===== src/rtl/memory_arbiter.sv =====
// memory_arbiter: shares one Avalon-style memory port between instruction
// fetch (read only) and the data stage (load, store, cx exchange).
// Only one access is in flight at a time. A cx runs its read and its write
// back to back, with no fetch between them. When both requesters are
// eligible in the same cycle, the grant alternates between them.
module memory_arbiter #(
    parameter int ADDR_WIDTH = 32,
    parameter int DATA_WIDTH = 32
) (
    input  logic                  clock,
    input  logic                  reset_n,
    input  logic                  fetch_req,
    input  logic [ADDR_WIDTH-1:0] fetch_address,
    output logic                  fetch_done,
    output logic [DATA_WIDTH-1:0] fetch_data,
    input  logic                  data_req,
    input  logic                  data_read,
    input  logic                  data_write,
    input  logic [ADDR_WIDTH-1:0] data_address,
    input  logic [DATA_WIDTH-1:0] data_write_data,
    output logic                  data_done,
    output logic [DATA_WIDTH-1:0] data_read_data,
    output logic [ADDR_WIDTH-1:0] mem_address,
    output logic                  mem_read,
    output logic                  mem_write,
    output logic [DATA_WIDTH-1:0] mem_write_data,
    input  logic                  mem_wait,
    input  logic [DATA_WIDTH-1:0] mem_read_data,
    input  logic                  mem_read_valid
);

    typedef enum logic [2:0] {
        IDLE,
        F_CMD,
        F_DATA,
        D_RCMD,
        D_RDATA,
        D_WCMD
    } state_t;

    typedef enum logic {
        GRANT_FETCH,
        GRANT_DATA
    } grant_t;

    state_t                state_reg;
    grant_t                last_grant_reg;
    logic                  is_cx_reg;
    logic                  fetch_done_reg;
    logic                  data_done_reg;
    logic [DATA_WIDTH-1:0] fetch_data_reg;
    logic [DATA_WIDTH-1:0] data_read_data_reg;

    logic                  fetch_eligible;
    logic                  data_eligible;
    logic                  grant_fetch;
    logic                  grant_data;

    assign fetch_done     = fetch_done_reg;
    assign fetch_data     = fetch_data_reg;
    assign data_done      = data_done_reg;
    assign data_read_data = data_read_data_reg;

    // Eligibility and grant. A requester whose done pulse is high this cycle
    // still has req high, so the pulse masks it. Ties go to the requester
    // that was not granted last.
    always_comb begin
        fetch_eligible = fetch_req && !fetch_done_reg;
        data_eligible  = data_req && !data_done_reg;
        grant_data     = data_eligible &&
                         (!fetch_eligible || (last_grant_reg == GRANT_FETCH));
        grant_fetch    = fetch_eligible && !grant_data;
    end

    // Memory command outputs decode directly from the state. This makes them
    // drop as soon as reset is asserted, and holds them steady while
    // mem_wait is high.
    always_comb begin
        mem_read       = 1'b0;
        mem_write      = 1'b0;
        mem_address    = '0;
        mem_write_data = '0;
        case (state_reg)
            F_CMD: begin
                mem_read    = 1'b1;
                mem_address = fetch_address;
            end
            D_RCMD: begin
                mem_read    = 1'b1;
                mem_address = data_address;
            end
            D_WCMD: begin
                mem_write      = 1'b1;
                mem_address    = data_address;
                mem_write_data = data_write_data;
            end
            default: ;
        endcase
    end

    // Sequencer: handles arbitration, command/response tracking, and the
    // registered done pulses and read data.
    always_ff @(posedge clock or negedge reset_n) begin
        if (!reset_n) begin
            state_reg          <= IDLE;
            last_grant_reg     <= GRANT_DATA;
            is_cx_reg          <= 1'b0;
            fetch_done_reg     <= 1'b0;
            data_done_reg      <= 1'b0;
            fetch_data_reg     <= '0;
            data_read_data_reg <= '0;
        end else begin
            fetch_done_reg <= 1'b0;
            data_done_reg  <= 1'b0;
            case (state_reg)
                IDLE: begin
                    if (grant_data) begin
                        last_grant_reg <= GRANT_DATA;
                        // Record the operation type at grant, so a cx
                        // finishes as a cx even if the flags drop.
                        is_cx_reg      <= data_read && data_write;
                        if (data_read) begin
                            state_reg <= D_RCMD;
                        end else if (data_write) begin
                            state_reg <= D_WCMD;
                        end else begin
                            // No memory work is needed; acknowledge at once.
                            data_done_reg <= 1'b1;
                        end
                    end else if (grant_fetch) begin
                        last_grant_reg <= GRANT_FETCH;
                        state_reg      <= F_CMD;
                    end
                end
                F_CMD: begin
                    if (!mem_wait) begin
                        state_reg <= F_DATA;
                    end
                end
                F_DATA: begin
                    if (mem_read_valid) begin
                        fetch_data_reg <= mem_read_data;
                        fetch_done_reg <= 1'b1;
                        state_reg      <= IDLE;
                    end
                end
                D_RCMD: begin
                    if (!mem_wait) begin
                        state_reg <= D_RDATA;
                    end
                end
                D_RDATA: begin
                    if (mem_read_valid) begin
                        data_read_data_reg <= mem_read_data;
                        if (is_cx_reg) begin
                            // Move straight to the write half; IDLE is
                            // skipped, so fetch cannot be granted here.
                            state_reg <= D_WCMD;
                        end else begin
                            data_done_reg <= 1'b1;
                            state_reg     <= IDLE;
                        end
                    end
                end
                D_WCMD: begin
                    if (!mem_wait) begin
                        data_done_reg <= 1'b1;
                        state_reg     <= IDLE;
                    end
                end
                default: state_reg <= IDLE;
            endcase
        end
    end

endmodule


===== config.mk =====
export PLATFORM = sky130hd
export DESIGN_NAME = memory_arbiter
export DESIGN_NICKNAME = d
export VERILOG_FILES = /design/src/rtl/memory_arbiter.sv
export SDC_FILE = /design/constraint.sdc
export NUM_CORES = 1
export LEC_CHECK = 0
export ABC_AREA = 1
export CAP_MARGIN = 20
export CORE_ASPECT_RATIO = 2
export CORE_UTILIZATION = 32
export DETAILED_ROUTE_END_ITERATION = 16
export GPL_TIMING_DRIVEN = 0
export PLACE_DENSITY = 0.74
export REMOVE_ABC_BUFFERS = 1
export SLEW_MARGIN = 20
export SYNTH_ARGS = -nofsm -noshare
export SYNTH_HDL_FRONTEND = slang
export SYNTH_SLANG_ARGS = --single-unit

===== constraint.sdc =====
create_clock -name clock -period 1.7 [get_ports clock]
set_input_delay 0.17 -clock clock [delete_from_list [all_inputs] [get_ports clock]]
set_output_delay 0.17 -clock clock [all_outputs]
set_load 0.05 [all_outputs]

==> Yosys cells after proc, flatten, opt, wreduce, memory -nomap -nowiden <==
Cells that the tools add are included.
{ "word_totals": {"word_cells": 65, "output_inout_bits": 132, "input_bits": 136, "regBits": 71} }
{ "op_classes": {"bitwise_logic": 1, "mux": 26, "reduce_logical": 19, "eq_ne": 12} }
{ "ops": {"columns": ["operator", "n"], "rows": [
  ["32-bit one-hot mux with 2 select lines", 1],
  ["32-bit two-way mux", 1],
  ["3-bit two-way mux", 10],
  ["3-bit one-hot mux with 6 select lines", 1],
  ["1-bit two-way mux", 12],
  ["2-bit != test (second input constant)", 5],
  ["2-bit AND reduction", 4],
  ["7-bit AND reduction", 1],
  ["3-bit by 2-bit equality test with 1-bit output (second input constant)", 2],
  ["3-bit equality test (second input constant)", 2],
  ["1-bit logical AND", 5],
  ["1-bit zero test", 4],
  ["4-bit != test (second input constant)", 1],
  ["2-bit OR reduction", 2],
  ["3-bit by 1-bit equality test with 1-bit output (second input constant)", 1],
  ["3-bit zero test", 1],
  ["3-bit != test (second input constant)", 1],
  ["1-bit one-hot mux with 3 select lines", 1],
  ["2-bit nonzero test", 1],
  ["1-bit logical OR", 1],
  ["1-bit NOT", 1]
]} }

==> Longest topological paths before layout <==
Gate-level depths: netlist of run 1.
{ "logic_depth": {"ltp_word": 10, "depth_mapped": 9, "mapped_depth_nobuf": 9} }

==> Worst setup path after synthesis of run 1 <==
OpenSTA, ideal clock, no wires.
{ "synth_path": {"path_kind": "flip-flop to output port", "from": "register state_reg[1]", "to": "output mem_write_data[10]", "n_path_buf": 1, "path_slack_ns": -0.168, "path_stages_with_launch": 7, "required_time_ns": 1.530, "t_arrival_ns": 1.698, "cell_sequence": "dfrtp_1 inv_2 nand2_1 nor2_4 inv_1 buf_2 nor2_1"} }
{ "synth_between": {"elab_chain_len": 2} }
{ "synth_lines": {"columns": ["element", "line_no", "rtl"], "rows": [
  ["from (decl)", "46", "state_t state_reg;"],
  ["from (signal assigned)", "105", "state_reg <= IDLE;"],
  ["from (signal assigned)", "123", "state_reg <= D_RCMD;"],
  ["from (signal assigned)", "125", "state_reg <= D_WCMD;"],
  ["3-bit equality test", "83", "case (state_reg)"],
  ["32-bit two-way mux", "83", null],
  ["to (decl)", "26", "output logic [DATA_WIDTH-1:0] mem_write_data,"]
]} }
Every way passes these cells.

==> Worst setup path after layout of run 1 <==
{ "layout_path": {"from": "register state_reg[1]", "to": "output mem_write_data[0]"} }
Same word-level chain as after synthesis.

==> results.ini, run 1 <==
[finish]
nNetsFinal = 927
antenna_cells = 0
areaGrowthSynthToFinish_pct = 105
drive_above_1_share_pct = 34.4

[yosys]
synth.top_cell.area_share_pct = 45.4
mappedNetlistArea_sq_um = 3860
synth.most_common_cell = nand2_1
synthCells = 488
yosysWarningCount = 0
synth_ff_type = dfrtp_1
ys_seq_area_share_pct = 46.1
synth_seq_cells = 71
synth_area_per_cell_sq_um = 7.90
ys_top_cells_by_area = dfrtp_1 45%, nand2_1 15%, o21ai_2 12%
synth_commonest_cells = 153 x nand2_1, 74 x inv_1, 70 x dfrtp_1, 54 x o21ai_2, 37 x o21ai_0
synthArstFlopShare_pct = 100
synth_edf_count = 0
yosys.area.top_type = dfrtp_1
yosysUniqueCellTypes = 22

[detailed_routing]
viasPerCell = 4.79
drtIter0Drc = 158
drcViolationCount = 0
first_pass_iters = 4
num_vias = 4510
wl_um = 15500
wl_per_cell_um = 16.4
antenna_left = 0

[global_route]
grtUsageTotal_pct = 21.6
grt_pass1_wl_um = 20500
grt_max_degree = 65
gr-total-overflow = 0
grt_pass1_vias = 4386
antenna_found_initial = 0

[sta]
tightest_slew_ns = 0.562
rsz0062_at_grt = true
fin_skew_ns = 0.00816
hold_viol = 0
worst_slack_ns = -0.184
tns_ns = -8.28
fmax_ghz = 0.531
slew_headroom_pct = 62.4
drv_slew = 0
whs_ns = 0.310
fin_crit_ns = 1.88
setup_viol = 86
finalCritPeriodShare_pct = 111

[clock_tree]
clockBufferDepth = 2
cts_num_sinks = 71
numCtsBuffers = 9
cts-root-buf = clkbuf_16
clk_latency_ns = 0.33
tritoncts = yes
htreeDepth = 3
clk_pin_slew_ns = 0.06

[run_status]
status = finished, violations left
violations = setup timing

[die]
dieArea_sq_um = 12500
io_pins = 268
dieWidth_um = 79.6
placementRows = 56
start_util_pct = 33.0
die_y_um = 157
coreArea_sq_um = 11700

[setup_path]
cp-start-kind = flip-flop
reg2reg_slack_ns = -0.06
worst-path-max-fanout = 16
cp-end-kind = primary output
crit_type = reg -> out
cp.arrival_ns = 1.71
crit_required_ns = 1.53

[worst_hold_path]
worst_hold_path_type = in -> async

[placement]
place.gp.congestion = 0.906
hpwl_um = 9290
numPortBuffers = 267

[run]
drv_cap = 0

[power_and_ir_drop]
power_density_nw_per_um2 = 1930
cellLeakagePower_nw = 4.18
irDropWorstVdd_v = 0.00121

-- cell type report --
type / count / area [sq um]
Timing Repair inverter: 5 / 52.6
Multi-Input combinational cell: 318 / 1910
Timing Repair Buffer: 308 / 3340
Clock buffer: 10 / 229
Clock inverter: 6 / 46.3
Inverter: 78 / 345
Fill cell: 901 / 3810
Tap cell: 145 / 181
Sequential cell: 71 / 1780
-- report_power, final --
group | internal, mW | total [mW] | switching, mW | leakage [nW]
combinational | 3.73 | 10.6 | 6.84 | 3.16
sequential | 2.46 | 2.94 | 0.475 | 0.889
clock | 0.994 | 1.71 | 0.720 | 0.129
-- worst max-delay path: stages (launching register included) --
cell	delay, ns
dfrtp_2	0.42
clkinv_4	0.06
nand2_4	0.06
nor2_4	0.14
buf_6	0.15
clkinvlp_4	0.10
buf_12	0.17
nor2_2	0.11
buf_6	0.17
-- path summary, 6_finish.rpt --
kind                                                startpoint  cells past startpoint                        endpoint
worst max-delay path                  state_reg[1]$_DFFE_PN0P_                      8               mem_write_data[0]
worst min-delay path                                   reset_n                      2       fetch_data[7]$_DFFE_PN0P_
worst max register to register        state_reg[0]$_DFFE_PN0P_                      9  data_read_data[15]$_DFFE_PN0P_
worst min register to register  data_read_data[24]$_DFFE_PN0P_                      2  data_read_data[24]$_DFFE_PN0P_
max in group asynchronous                              reset_n                      3      last_grant_reg$_DFFE_PN1P_
min in group clock                           mem_read_data[18]                      3      fetch_data[18]$_DFFE_PN0P_
-- through the flow --
| stage | setup WS (ns) | util (%) | cell area, sq um | power, mW | std cells |
|---|---|---|---|---|---|
| after global placement | -1.89 | 55.7 | 6520 | 11.9 | 876 |
| after CTS | -0.153 | 62.6 | 7320 | 14.6 | 922 |
| after global routing | -0.229 | 67.4 | 7890 | 15.9 | 941 |
| after floorplan | -0.949 | - | 3660 | 8.86 | 464 |
| final | -0.184 | 67.4 | 7890 | 15.2 | 941 |
| after detailed placement | -1.46 | 55.9 | 6550 | 12.1 | 877 |
-- repair_timing --
item / 4_1_cts / 5_1_grt
buffers inserted: 24 / 13
cloned: 4 / 6
endpoints found under the hold margin: 24 / 0
endpoints found under the setup margin: 79 / 140
hold buffers: 1 / 0
pin swaps: 7 / 30
gates resized for setup: 528 / 136
-- placed cells by master, fill, tap and decap left out, types with 2 or more instances in the layout --
cell / count
nand3_1: 11
o21ai_0: 11
dfrtp_2: 3
o21ai_4: 2
buf_8: 5
o21ai_1: 22
clkinv_4: 3
dlymetal6s2s_1: 34
inv_12: 2
inv_6: 4
inv_1: 73
clkinvlp_4: 4
nor2_4: 21
buf_12: 7
clkbuf_16: 10
nand2_2: 22
clkdlybuf4s50_1: 160
o21ai_2: 66
buf_4: 17
nor2_2: 25
dfrtp_1: 67
dlygate4sd2_1: 6
nor2_1: 2
buf_6: 75
nand2_1: 131
-- metal layers --
metal	up-vias	part of all wire (%)	global-route usage [%]
met5	-	0	0
met4	0	5.0	12.1
met3	46	8.7	4.58
met2	260	56	43.1
met1	2100	30	18.7
li1	2104	-	-
-- kinds of logic (layout without fill, tap and decap cells) --
kind of cell	after synthesis	in the layout	share of synthesized area [%]
buffers and inverters	102	407	12.6
AND/OR/NAND/NOR	211	214	22.4
AO/OA/AOI/OAI	104	104	18.9
flip-flops	71	71	46.1
Power figures use the tool's default switching activity.
==> run 2, diff against run 1 <==
--- a/config.mk
+++ b/config.mk
@@ -10,8 +10,8 @@
 export CORE_ASPECT_RATIO = 2
 export CORE_UTILIZATION = 32
 export DETAILED_ROUTE_END_ITERATION = 16
+export DONT_BUFFER_PORTS = 1
 export GPL_TIMING_DRIVEN = 0
-export PLACE_DENSITY = 0.74
 export REMOVE_ABC_BUFFERS = 1
 export SLEW_MARGIN = 20
 export SYNTH_ARGS = -nofsm -noshare
==> run 2 against run 1 <==
Maximum frequency fell by 22%. Largest power group unchanged. The flow finishes with violations (hold timing, setup timing). Register-to-register slack got worse by 0.23 ns. Worst setup slack got worse by 0.54 ns. Core utilization fell by 15 points. Combinational power fell by 32%.
==> results.ini, run 2 (synthesis gave the netlist of run 1 again) <==
[run_status]
status = finished, violations left  ; unchanged
violations = hold timing, setup timing  ; was setup timing

[clock_tree]
cts-root-buf = clkbuf_16  ; unchanged
tritoncts = yes  ; unchanged
clockBufferDepth = 2  ; unchanged
htreeDepth = 3  ; unchanged
clk_pin_slew_ns = 0.06  ; about the same
numCtsBuffers = 9  ; unchanged
cts_hold_buf = 10  ; was 1
clk_latency_ns = 0.33  ; about the same
cts_num_sinks = 71  ; unchanged

[die]
dieArea_sq_um = 12500  ; unchanged
die_y_um = 157  ; unchanged
dieWidth_um = 79.6  ; unchanged
coreArea_sq_um = 11700  ; unchanged
placementRows = 56  ; unchanged
start_util_pct = 33.0  ; unchanged
io_pins = 268  ; unchanged

[setup_path]
cp-start-kind = flip-flop  ; unchanged
crit_type = reg -> out  ; unchanged
worst-path-max-fanout = 8  ; was 16
crit_required_ns = 1.53  ; about the same
cp.arrival_ns = 2.26  ; was 1.71 ns
cp-end-kind = primary output  ; unchanged

[sta]
fin_skew_ns = 0.00864  ; was 0.00816 ns
finalCritPeriodShare_pct = 143  ; was 111%
fin_crit_ns = 2.43  ; was 1.88 ns
drv_slew = 0  ; unchanged
slew_headroom_pct = 53.1  ; was 62.4%
hold_viol = 71  ; was 0
setup_viol = 69  ; was 86
fmax_ghz = 0.412  ; was 0.531 GHz
whs_ns = -0.468  ; was 0.310 ns
tightest_slew_ns = 0.702  ; was 0.562 ns
tns_ns = -38.01  ; was -8.28 ns
rsz0062_at_grt = true  ; unchanged
worst_slack_ns = -0.725  ; was -0.184 ns

[finish]
nNetsFinal = 689  ; was 927
instances_no_fill = 703  ; was 941
final_common_cell = nand2_1  ; was clkdlybuf4s50_1
seqCellArea_sq_um = 1780  ; unchanged
n_fill_cell = 981  ; was 901
multi_input_area_sq_um = 2710  ; was 1910 sq um
areaGrowthSynthToFinish_pct = 59.9  ; was 105%
drive_above_1_share_pct = 50.6  ; was 34.4%
final_cell_mix = 90 x nand2_1, 72 x inv_1, 67 x o21ai_2, 67 x dfrtp_1, 46 x nor2_4  ; was 160 x clkdlybuf4s50_1, 131 x nand2_1, 75 x buf_6

[global_route]
grtUsageTotal_pct = 22.4  ; was 21.6%
grt_pass1_vias = 3690  ; was 4386
antenna_found_initial = 1  ; was 0
grt_max_degree = 72  ; was 65
gr-total-overflow = 0  ; unchanged
grt_pass1_wl_um = 20200  ; was 20500 um

[power_and_ir_drop]
internal_power_mw = 6.10  ; was 7.18 mW
cellLeakagePower_nw = 2.88  ; was 4.18 nW
irDropWorstVdd_v = 0.00123  ; was 0.00121 V
p_sw_mw = 8.45  ; was 8.04 mW
seqPwrFrac_pct = 37.9  ; was 19.3%
power_density_nw_per_um2 = 2360  ; was 1930 nW/um^2
switching_share_pct = 58.1  ; was 52.8%
p_comb_share_pct = 49.5  ; was 69.5%
clockPowerShare_pct = 12.6  ; was 11.3%

[detailed_routing]
viasPerCell = 5.23  ; was 4.79
wl_um = 14800  ; was 15500 um
first_pass_iters = 7  ; was 4
antenna_left = 0  ; unchanged
num_vias = 3679  ; was 4510
drtIter0Drc = 150  ; was 158
wl_per_cell_um = 21.1  ; was 16.4 um
drcViolationCount = 0  ; unchanged

[placement]
dp_cells = 609  ; was 877
place.gp.congestion = 0.839  ; was 0.906
hpwl_um = 7310  ; was 9290 um
numPortBuffers = 0  ; was 267

[run]
drv_cap = 0  ; unchanged

[worst_hold_path]
worst_hold_path_type = in -> async  ; unchanged

==> run 2: per-layer routing <==
layer	GRT usage [%]	routed length, um	up-vias
met5	0	0	-
li1	-	-	1633
met2	44.0	8510	258
met3	5.04	1140	59
met4	13.4	996	0
met1	19.6	4160	1729
==> run 2: cell type report <==
cell class                      instances  area share, %
Inverter                               78           5.50
Sequential cell                        71           28.9
Timing Repair inverter                  2          0.264
Antenna cell                            1         0.0406
Multi-Input combinational cell        320           43.9
Timing Repair Buffer                   71           13.8
Clock inverter                          6           1.01
Tap cell                              145           2.94
Clock buffer                            9           3.65
==> run 2: critical path, cell delays in order (launching register included) <==
cell and delay (ns):
dfrtp_2 0.40, inv_2 0.07, nand2_4 0.06, nor2_4 0.54, clkinvlp_4 0.21, buf_6 0.18, buf_12 0.15, nor2_4 0.29
==> run 2: final timing paths <==
path / start / slack [ns] / cells after the start / to
min in group clock: mem_read_data[0] / 0.01 / 2 / fetch_data[0]$_DFFE_PN0P_
worst min register to register: last_grant_reg$_DFFE_PN1P_ / 0.54 / 1 / last_grant_reg$_DFFE_PN1P_
max in group asynchronous: reset_n / 1.97 / 0 / last_grant_reg$_DFFE_PN1P_
worst max-delay path: state_reg[1]$_DFFE_PN0P_ / -0.73 / 7 / mem_write_data[27]
worst max register to register: state_reg[2]$_DFFE_PN0P_ / -0.29 / 16 / state_reg[1]$_DFFE_PN0P_
worst min-delay path: reset_n / -0.47 / 0 / data_read_data[16]$_DFFE_PN0P_
==> run 2: power by group through the flow <==
| stage | registers (mW) | logic [mW] | clock network, mW |
|---|---|---|---|
| final | 5.52 | 7.20 | 1.84 |
| after global routing | 5.59 | 7.58 | 1.95 |
| after CTS | 5.53 | 6.11 | 1.87 |
| after detailed placement | 5.57 | 3.94 | 0 |
| after global placement | 5.55 | 3.84 | 0 |
| after floorplan | 5.33 | 3.52 | 0 |
==> run 2: repair_timing <==
item,in CTS,in global routing
buffers inserted,38,23
setup endpoints to repair,92,119
gates resized for setup,246,95
pin swaps,41,35
endpoints found under the hold margin,81,71
gates cloned,10,2
==> run 2: stage by stage <==
step                worst slack [ns]  cell area (sq um)  power [mW]  utilization [%]
floorplan                     -0.949               3660        8.86                -
global placement               -1.42               3850        9.39             32.9
detailed placement             -1.49               3850        9.51             32.9
CTS                           -0.743               5580        13.5             47.7
global route                  -0.793               6170        15.1             52.7
finish                        -0.725               6170        14.6             52.7
==> RTL change, RTL diff (settings of run 1) <==
Encoding of `state_t`: now Gray code (3 bits for 6 states).
--- a/src/rtl/memory_arbiter.sv
+++ b/src/rtl/memory_arbiter.sv
@@ -30,12 +30,12 @@
 );
 
     typedef enum logic [2:0] {
-        IDLE,
-        F_CMD,
-        F_DATA,
-        D_RCMD,
-        D_RDATA,
-        D_WCMD
+        IDLE    = 3'b000,
+        F_CMD   = 3'b001,
+        F_DATA  = 3'b011,
+        D_RCMD  = 3'b010,
+        D_RDATA = 3'b110,
+        D_WCMD  = 3'b111
     } state_t;
 
     typedef enum logic {
Behaviour: same outputs for any inputs over 10 cycles, from zero or initial values and one cycle with reset_n low; not proved beyond that.
==> RTL change against run 1 <==
- design area is 0.11% higher
- final cell count decreased by 1.1%
- largest cell class unchanged
- sequential cell count is the same
- setup slack got worse by 35 ps
- the run ends with design-rule violations, negative setup slack left
- count of clock-buffer cells in the layout grew 1
- critical path depth is 1 lower
- routed wire length up 6.6%
- clock power grew 11%
- power grew 1.2%
- area after synthesis fell by 1.1%
- global-route usage is 1.4 points higher
- register-to-register slack better by 110 ps
- hold slack got worse by 48 ps
- clock skew is 2.0 ps lower
==> RTL change: results (changes against run 1) <==
* Status: finished, violations left
* Failing checks: design-rule violations, negative setup slack
* Final nets at 917 (-1.1%)
* Met3 usage at 5.13% (+0.55 points)
* GR Layer Usage met2 at 42.3% (-0.86 points)
* Slew @ Worst Pin at 842 ps (+279 ps)
* Routability cong. at 0.870 (-4.0%)
* Iteration count of the initial detailed-routing pass at 10 (+6)
* Post-synth cell types at 23 (+4.5%)
* Crit path max fanout at 5 (-11)
* Setup ws final at -219 ps (-34.9 ps)
* Vias in the first global route at 4,143 (-5.5%)
* Vias per cell at 4.75 (-0.94%)
* Routing usage on met1 at 23.1% (+4.4 points)
* Peak VDD IR at 1490 µV (+23%)
* GRT Util Overall at 23.0% (+1.4 points)
* DPL Wire Length at 9780 µm (+5.3%)
* Seq/Total Area, Yosys at 46.6% (+0.53 points)
* Postcts setup bufs at 19 (-21%)
* Filler Cell Count at 867 (-3.8%)
* Number of remaining DRC errors at 1 (+1)
* WL met2 at 9010 µm (+3.3%)
* Final setup viols at 64 (-26%)
* P_sw at 0.00803 W (-0.11%)
* Finished Layout Cells at 931 (-1.1%)
* Area of the multi-input gates at 1910 µm² (about the same)
* Drt total wl at 16,500 µm (+6.6%)
-- RTL change: cell types whose count changed after synthesis, sizes merged --
cell    before  now
o221ai       0    1
nand2      155   94
o21ai      101   69
buf         19   20
o21bai       1    0
a21o         1    0
nor2        45   42
inv         78  142
nand3       11   14
o22ai        0   32
a21oi        1    2
-- RTL change: power groups by stage --
stage | Sequential (W) | Combinational, W | Clock [W]
floorplan | 0.00536 | 0.00317 | 0
global placement | 0.00291 | 0.00861 | 0
detailed placement | 0.00295 | 0.00872 | 0
CTS | 0.00295 | 0.00987 | 0.00193
global route | 0.00303 | 0.0110 | 0.00200
finish | 0.00294 | 0.0106 | 0.00189
-- RTL change: cell type report --
class                           count  share of cell area [%]
Inverter                          142                    6.96
Sequential cell                    71                    22.6
Multi-Input combinational cell    263                    24.2
Timing Repair Buffer              294                    40.2
Clock buffer                       11                    3.07
Clock inverter                      5                   0.713
Tap cell                          145                    2.30
-- RTL change: path summary, 6_finish.rpt --
kind	startpoint	endpoint	slack [ps]	depth (start not counted)
worst max-delay path	state_reg[1]$_DFFE_PN0P_	mem_address[30]	-220	7
worst min-delay path	reset_n	fetch_data[25]$_DFFE_PN0P_	260	2
worst max register to register	state_reg[0]$_DFFE_PN0P_	state_reg[0]$_DFFE_PN0P_	50	10
worst min register to register	last_grant_reg$_DFFE_PN1P_	last_grant_reg$_DFFE_PN1P_	470	2
max in group asynchronous	reset_n	last_grant_reg$_DFFE_PN1P_	840	3
min in group clock	mem_read_data[27]	data_read_data[27]$_DFFE_PN0P_	400	3
-- RTL change: cells by family (layout without fill, tap and decap cells) --
kind of cell	count (synthesis)	after routing	share of synthesized area [%]
AOI/OAI and AO/OA	104	106	17.4
and+or+nand+nor	150	157	16.5
buffers and inverters	167	452	19.5
DFF	71	71	46.6
